## src/rtl/pixel_shifter.sv

```systemverilog
// -----------------------------------------------------------------------------
// pixel_shifter
//
// Double-buffered pixel serialiser for the CGIA video path. Fetched words are
// written into a one-word holding register through a valid/ready handshake.
// The shifter serialises the word at 1/2/4/8 bits per pixel, one pixel per
// en_i strobe. When the last pixel of a word is consumed, the shifter reloads
// from the holding register in the same cycle, so there is no bubble. If the
// holding register is empty at that point, underrun_o pulses for one cycle.
//
// Build option:
//   PIXEL_SHIFTER_LSB_FIRST_EN  defined   -> pixels leave LSB-first (shift right)
//                               undefined -> pixels leave MSB-first (default)
//
// Parameters:
//   DATA_W  fetched word width (multiple of 8, >= 8)
//   CNT_W   pixels-remaining counter width (derived, do not override)
//
// Ports:
//   dotclk_i       dot clock, all state updates on its rising edge
//   reset_i        synchronous active-high reset
//   en_i           pixel advance strobe (ignored while the shifter is empty)
//   bpp_i          depth select 0..3 = 1/2/4/8 bpp, sampled at shifter load
//   dat_i          fetched pixel word
//   dat_valid_i    dat_i valid
//   dat_ready_o    holding register empty (registered)
//   pixel_o        current pixel, right-aligned and zero-extended
//   pixel_valid_o  pixel_o holds a real pixel
//   underrun_o     one-cycle pulse: word finished with holding register empty
// -----------------------------------------------------------------------------
module pixel_shifter #(
  parameter int DATA_W = 16,
  parameter int CNT_W  = $clog2(DATA_W) + 1
) (
  input  logic              dotclk_i,
  input  logic              reset_i,
  input  logic              en_i,
  input  logic [1:0]        bpp_i,
  input  logic [DATA_W-1:0] dat_i,
  input  logic              dat_valid_i,
  output logic              dat_ready_o,
  output logic [7:0]        pixel_o,
  output logic              pixel_valid_o,
  output logic              underrun_o
);

  typedef enum logic {
    ST_EMPTY = 1'b0,
    ST_RUN   = 1'b1
  } state_t;

  // Pixels per word at 1bpp; shifted right by the depth code to get the count.
  localparam logic [CNT_W-1:0] CNT_FULL = CNT_W'(DATA_W);
  localparam logic [CNT_W-1:0] CNT_ONE  = CNT_W'(1);

  state_t            state_reg;
  logic [DATA_W-1:0] shifter_reg;
  logic [DATA_W-1:0] hold_reg;
  logic              hold_full_reg;
  logic [CNT_W-1:0]  cnt_reg;
  logic [1:0]        bpp_q_reg;
  logic              underrun_reg;

  // Per-depth views of the shifter: the pixel currently at the output end
  // and the shifter contents after that pixel has been consumed.
  logic [7:0]        pix_cand   [4];
  logic [DATA_W-1:0] shift_cand [4];

  genvar gi;
  generate
    for (gi = 0; gi < 4; gi++) begin : g_depth
      localparam int PW = 1 << gi;
`ifdef PIXEL_SHIFTER_LSB_FIRST_EN
      assign pix_cand[gi]   = 8'(shifter_reg[PW-1:0]);
      assign shift_cand[gi] = shifter_reg >> PW;
`else
      assign pix_cand[gi]   = 8'(shifter_reg[DATA_W-1 -: PW]);
      assign shift_cand[gi] = shifter_reg << PW;
`endif
    end
  endgenerate

  always_ff @(posedge dotclk_i) begin
    if (reset_i) begin
      state_reg     <= ST_EMPTY;
      shifter_reg   <= '0;
      hold_reg      <= '0;
      hold_full_reg <= 1'b0;
      cnt_reg       <= '0;
      bpp_q_reg     <= 2'd0;
      underrun_reg  <= 1'b0;
    end else begin
      underrun_reg <= 1'b0;

      // Ready is low while hold is full, so a write can never coincide with
      // the hold-to-shifter transfer below (which requires hold full).
      if (dat_valid_i && !hold_full_reg) begin
        hold_reg      <= dat_i;
        hold_full_reg <= 1'b1;
      end

      case (state_reg)
        ST_EMPTY: begin
          if (hold_full_reg) begin
            shifter_reg   <= hold_reg;
            bpp_q_reg     <= bpp_i;
            cnt_reg       <= CNT_FULL >> bpp_i;
            hold_full_reg <= 1'b0;
            state_reg     <= ST_RUN;
          end
        end

        ST_RUN: begin
          if (en_i) begin
            if (cnt_reg == CNT_ONE) begin
              if (hold_full_reg) begin
                // Back-to-back reload: the next word's first pixel follows
                // directly on this word's last one.
                shifter_reg   <= hold_reg;
                bpp_q_reg     <= bpp_i;
                cnt_reg       <= CNT_FULL >> bpp_i;
                hold_full_reg <= 1'b0;
              end else begin
                shifter_reg  <= shift_cand[bpp_q_reg];
                cnt_reg      <= '0;
                state_reg    <= ST_EMPTY;
                underrun_reg <= 1'b1;
              end
            end else begin
              shifter_reg <= shift_cand[bpp_q_reg];
              cnt_reg     <= cnt_reg - CNT_ONE;
            end
          end
        end

        default: state_reg <= ST_EMPTY;
      endcase
    end
  end

  assign dat_ready_o   = ~hold_full_reg;
  assign pixel_valid_o = (state_reg == ST_RUN);
  assign pixel_o       = (state_reg == ST_RUN) ? pix_cand[bpp_q_reg] : 8'd0;
  assign underrun_o    = underrun_reg;

endmodule

```

## config.mk

```make
export PLATFORM = sky130hd
export DESIGN_NAME = pixel_shifter
export DESIGN_NICKNAME = d
export VERILOG_FILES = /design/src/rtl/pixel_shifter.sv
export SDC_FILE = /design/constraint.sdc
export NUM_CORES = 1
export LEC_CHECK = 0
export CORE_MARGIN = 5
export CORE_UTILIZATION = 48
export DETAILED_ROUTE_END_ITERATION = 16
export PLACE_DENSITY = 0.73
export SKIP_LAST_GASP = 1
export SLEW_MARGIN = 10
export SYNTH_ARGS = -nofsm -noshare
export SYNTH_HDL_FRONTEND = slang
export SYNTH_SLANG_ARGS = --single-unit
```

## constraint.sdc

```tcl
create_clock -name dotclk_i -period 1.85 [get_ports dotclk_i]
set_input_delay 0.185 -clock dotclk_i [delete_from_list [all_inputs] [get_ports dotclk_i]]
set_output_delay 0.185 -clock dotclk_i [all_outputs]
set_load 0.01 [all_outputs]
```

==> flow_metrics.py <==
metrics = {
    "logic_synthesis": {
        "synth_top_family_by_area": "simple AND/OR/NAND/NOR gates",
        "muxShareOfSynthArea": 0.177,
        "syn_avg_cell_area_um2": 9.06,
        "synthCells": 240,
        "syn-cell-area_um2": 2170,
        "syn_nets": 264,
        "synth_compound_area_frac": 0.172,
        "yosysUniqueCellTypes": 36,
        "synthAdderAreaFrac": 0.0115,
        "ys.warnings.count": 0,
        "synth_xor_area_frac": 0.00403,
        "ys_ff_latch": 42,
        "synth_area_leaders": "dfxtp_1 (39%), mux4_2 (9.3%), mux2i_1 (7.4%)",
        "ys_seq_area_frac": 0.387,
        "synth_top_area_frac": 0.387,
        "synth_simple_gate_area_frac": 0.213,
        "yosysTopAreaCell": "dfxtp_1",
    },
    "clock_tree": {
        "clkSinkCount": 42,
        "cts.clk_slew.worst_paths_ns": 0.07,
        "clk_latency_ns": 0.29,
        "clk_path_buf_depth": 2,
        "cts_inserted_buffers": 5,
        "htree_levels": 2,
        "tritoncts": "done",
        "root_buffer": "clkbuf_8",
    },
    "floorplan": {
        "initial_core_util": 0.496,
        "ios": 33,
        "core-area_um2": 4380,
        "die_height_um": 77.3,
        "num_rows": 24,
        "die_x_um": 77.3,
        "die_area_um2": 5980,
    },
    "grt": {
        "grt_pass1_vias": 1708,
        "antenna_found_initial": 0,
        "grtUsageTotal": 0.170,
        "grt_pass1_wl_um": 8280,
        "grt-ovfl-total": 0,
        "grt_max_degree": 22,
    },
    "sta": {
        "setup_violations": 0,
        "fmax_mhz": 546,
        "final.setup.tns_ns": 0,
        "rsz0062_at_grt": "yes",
        "report.final.slew_viol_count": 0,
        "clock_skew_ns": 0.00263,
        "finalHoldViolations": 0,
        "postLayoutSetupSlackWorst_ns": 0.0180,
        "fin_crit_sh": 0.990,
        "tightest_slew_ns": 0.741,
        "period_needed_ns": 1.83,
        "relSlewSlack": 0.504,
    },
    "critical_path": {
        "criticalPathCategory": "flip-flop to flip-flop",
        "crit_path_end_kind": "flip-flop",
        "cp.required_ns": 2.01,
        "cp_max_fo": 7,
        "rrSetupSlack_ns": 0.02,
        "r2r-end": "shifter_reg[3]",
        "start_kind": "flip-flop",
        "arrival_ns": 2.00,
        "reg2reg_from": "cnt_reg[1]",
        "cpMaxStageDelayCell": "or4b_4",
        "cpPeakStageDelay_ns": 0.49,
        "ff2ff_path_depth": 6,
        "crit_chain": "inv_2 -> ha_4 -> or4b_4 -> o21ai_4 -> mux2i_1 -> a211oi_2",
    },
    "detailed_routing": {
        "wl_um": 5210,
        "vias": 1899,
        "drcViolationCount": 0,
        "first_iter_violations": 158,
        "dr.pass1.iters": 4,
        "route.met2.wl_um": 2450,
        "viasPerCell": 5.67,
        "dr.max_layer_used": "met4",
        "wl_met3_um": 310,
        "wl_per_cell_um": 15.5,
        "ant_nets": 0,
        "wl_met1_um": 2370,
    },
    "layout": {
        "area_growth_pct": 27.7,
        "layout_common_cells": "nand2_1 (40), dfxtp_1 (38), clkdlybuf4s50_1 (26), nor2_1 (25)",
        "design_area_um2": 2780,
        "nets": 307,
        "final_common_cell": "nand2_1",
        "drive_above_1_share": 0.216,
        "num_antenna_cells": 0,
    },
    "placed_design": {
        "dp_hpwl_um": 3630,
        "place_ws_ns": -0.0217,
        "place.gp.congestion": 0.916,
        "place_area_um2": 2630,
        "portBuffers": 32,
    },
    "hold_path": {
        "whs_path_depth": 3,
        "min_path_type": "input pin to flip-flop",
        "min_from": "dat_i[6]",
        "worstHoldEndpoint": "hold_reg[6]",
    },
    "power": {
        "leakage_nw": 1.10,
        "p_per_area_nw_per_um2": 722,
        "ir_drop_mv": 0.468,
    },
    "job": {
        "maxCapViolCount": 0,
    },
    "status": {
        "status": "completed",
    },
}
-- repair_timing --
action                                  in CTS  in global routing
setup buffers                                0                  2
endpoints found under the setup margin      19                 13
hold buffers                                 0                  0
endpoints found under the hold margin        0                  0
pin swaps                                    4                  2
resized for setup                           10                 10
-- metal layers --
| layer | vias up | global-route usage |
|---|---|---|
| met5 | - | 0 |
| met3 | 6 | 0.0258 |
| li1 | 945 | - |
| met4 | 0 | 0.0619 |
| met1 | 890 | 0.238 |
| met2 | 58 | 0.264 |
-- worst max path at each step --
stage,from,endpoint,depth (start not counted)
2_1_floorplan,cnt_reg[0],shifter_reg[10],5
3_5_place_dp,cnt_reg[1],shifter_reg[13],7
3_3_place_gp,en_i,shifter_reg[13],5
5_1_grt,cnt_reg[1],shifter_reg[3],6
6_report,cnt_reg[1],shifter_reg[3],6
4_1_cts,bpp_q_reg[0],pixel_o[6],4
-- metrics by stage --
step / hold slack (ns) / total power, mW / instances / util
2_1_floorplan: 0.321 / 1.29 / 240 / -
3_3_place_gp: 0.445 / 1.44 / 326 / 0.600
3_5_place_dp: 0.450 / 1.45 / 326 / 0.600
4_1_cts: 0.431 / 2.00 / 333 / 0.621
5_1_grt: 0.444 / 2.10 / 335 / 0.633
6_report: 0.436 / 2.00 / 335 / 0.633
-- where the power goes --
| group | total, mW | switching [mW] | internal (mW) |
|---|---|---|---|
| clock network | 0.547 | 0.287 | 0.260 |
| registers | 1.03 | 0.0651 | 0.965 |
| logic | 0.427 | 0.210 | 0.217 |
-- layout make-up --
| class | count | area [um^2] |
|---|---|---|
| clock buffers | 7 | 76.3 |
| flip-flops and latches | 42 | 848 |
| multi-input cells | 179 | 1300 |
| fillers | 386 | 1610 |
| inverters | 3 | 11.3 |
| well taps | 52 | 65.1 |
| repair buffers | 52 | 478 |
-- cell usage after synthesis --
master / n
o21ai_0: 2
xor2_1: 1
nor4b_1: 1
mux4_2: 9
and2_1: 6
a221o_2: 10
a2bb2oi_1: 4
nand2b_1: 5
nor3_2: 1
or4b_1: 1
a31oi_1: 2
a221oi_1: 1
nor4_1: 2
nand3_1: 2
nor3b_1: 2
buf_2: 5
inv_1: 2
nor3_1: 4
o2bb2ai_1: 1
nand3b_1: 1
a211oi_1: 6
ha_1: 2
o21ai_4: 1
mux2_2: 2
a211o_2: 1
dfxtp_1: 42
a21oi_1: 20
clkinv_1: 1
nor2b_1: 8
mux2i_1: 16
a21boi_1: 1
nand2_1: 40
nor2_1: 25
clkbuf_1: 11
a22oi_1: 1
and3_1: 1
-- critical path: cells and delay by family, from the launching register on --
kind	cells	cell delay, ns
buffers and inverters	1	0.08
flip-flops	1	0.33
adder cells (fa/ha/maj)	1	0.13
AND/OR/NAND/NOR	1	0.49
AO/OA/AOI/OAI	2	0.39
multiplexers	1	0.28
-- kinds of logic (layout without fill, tap and decap cells) --
logic type | after synthesis | in the layout
buf+inv | 19 | 62
fa+ha+maj | 2 | 2
flops | 42 | 42
simple gates | 99 | 99
compound gates | 50 | 50
mux | 27 | 27
xor+xnor | 1 | 1
No activity file was read; power rests on OpenSTA's default activity.
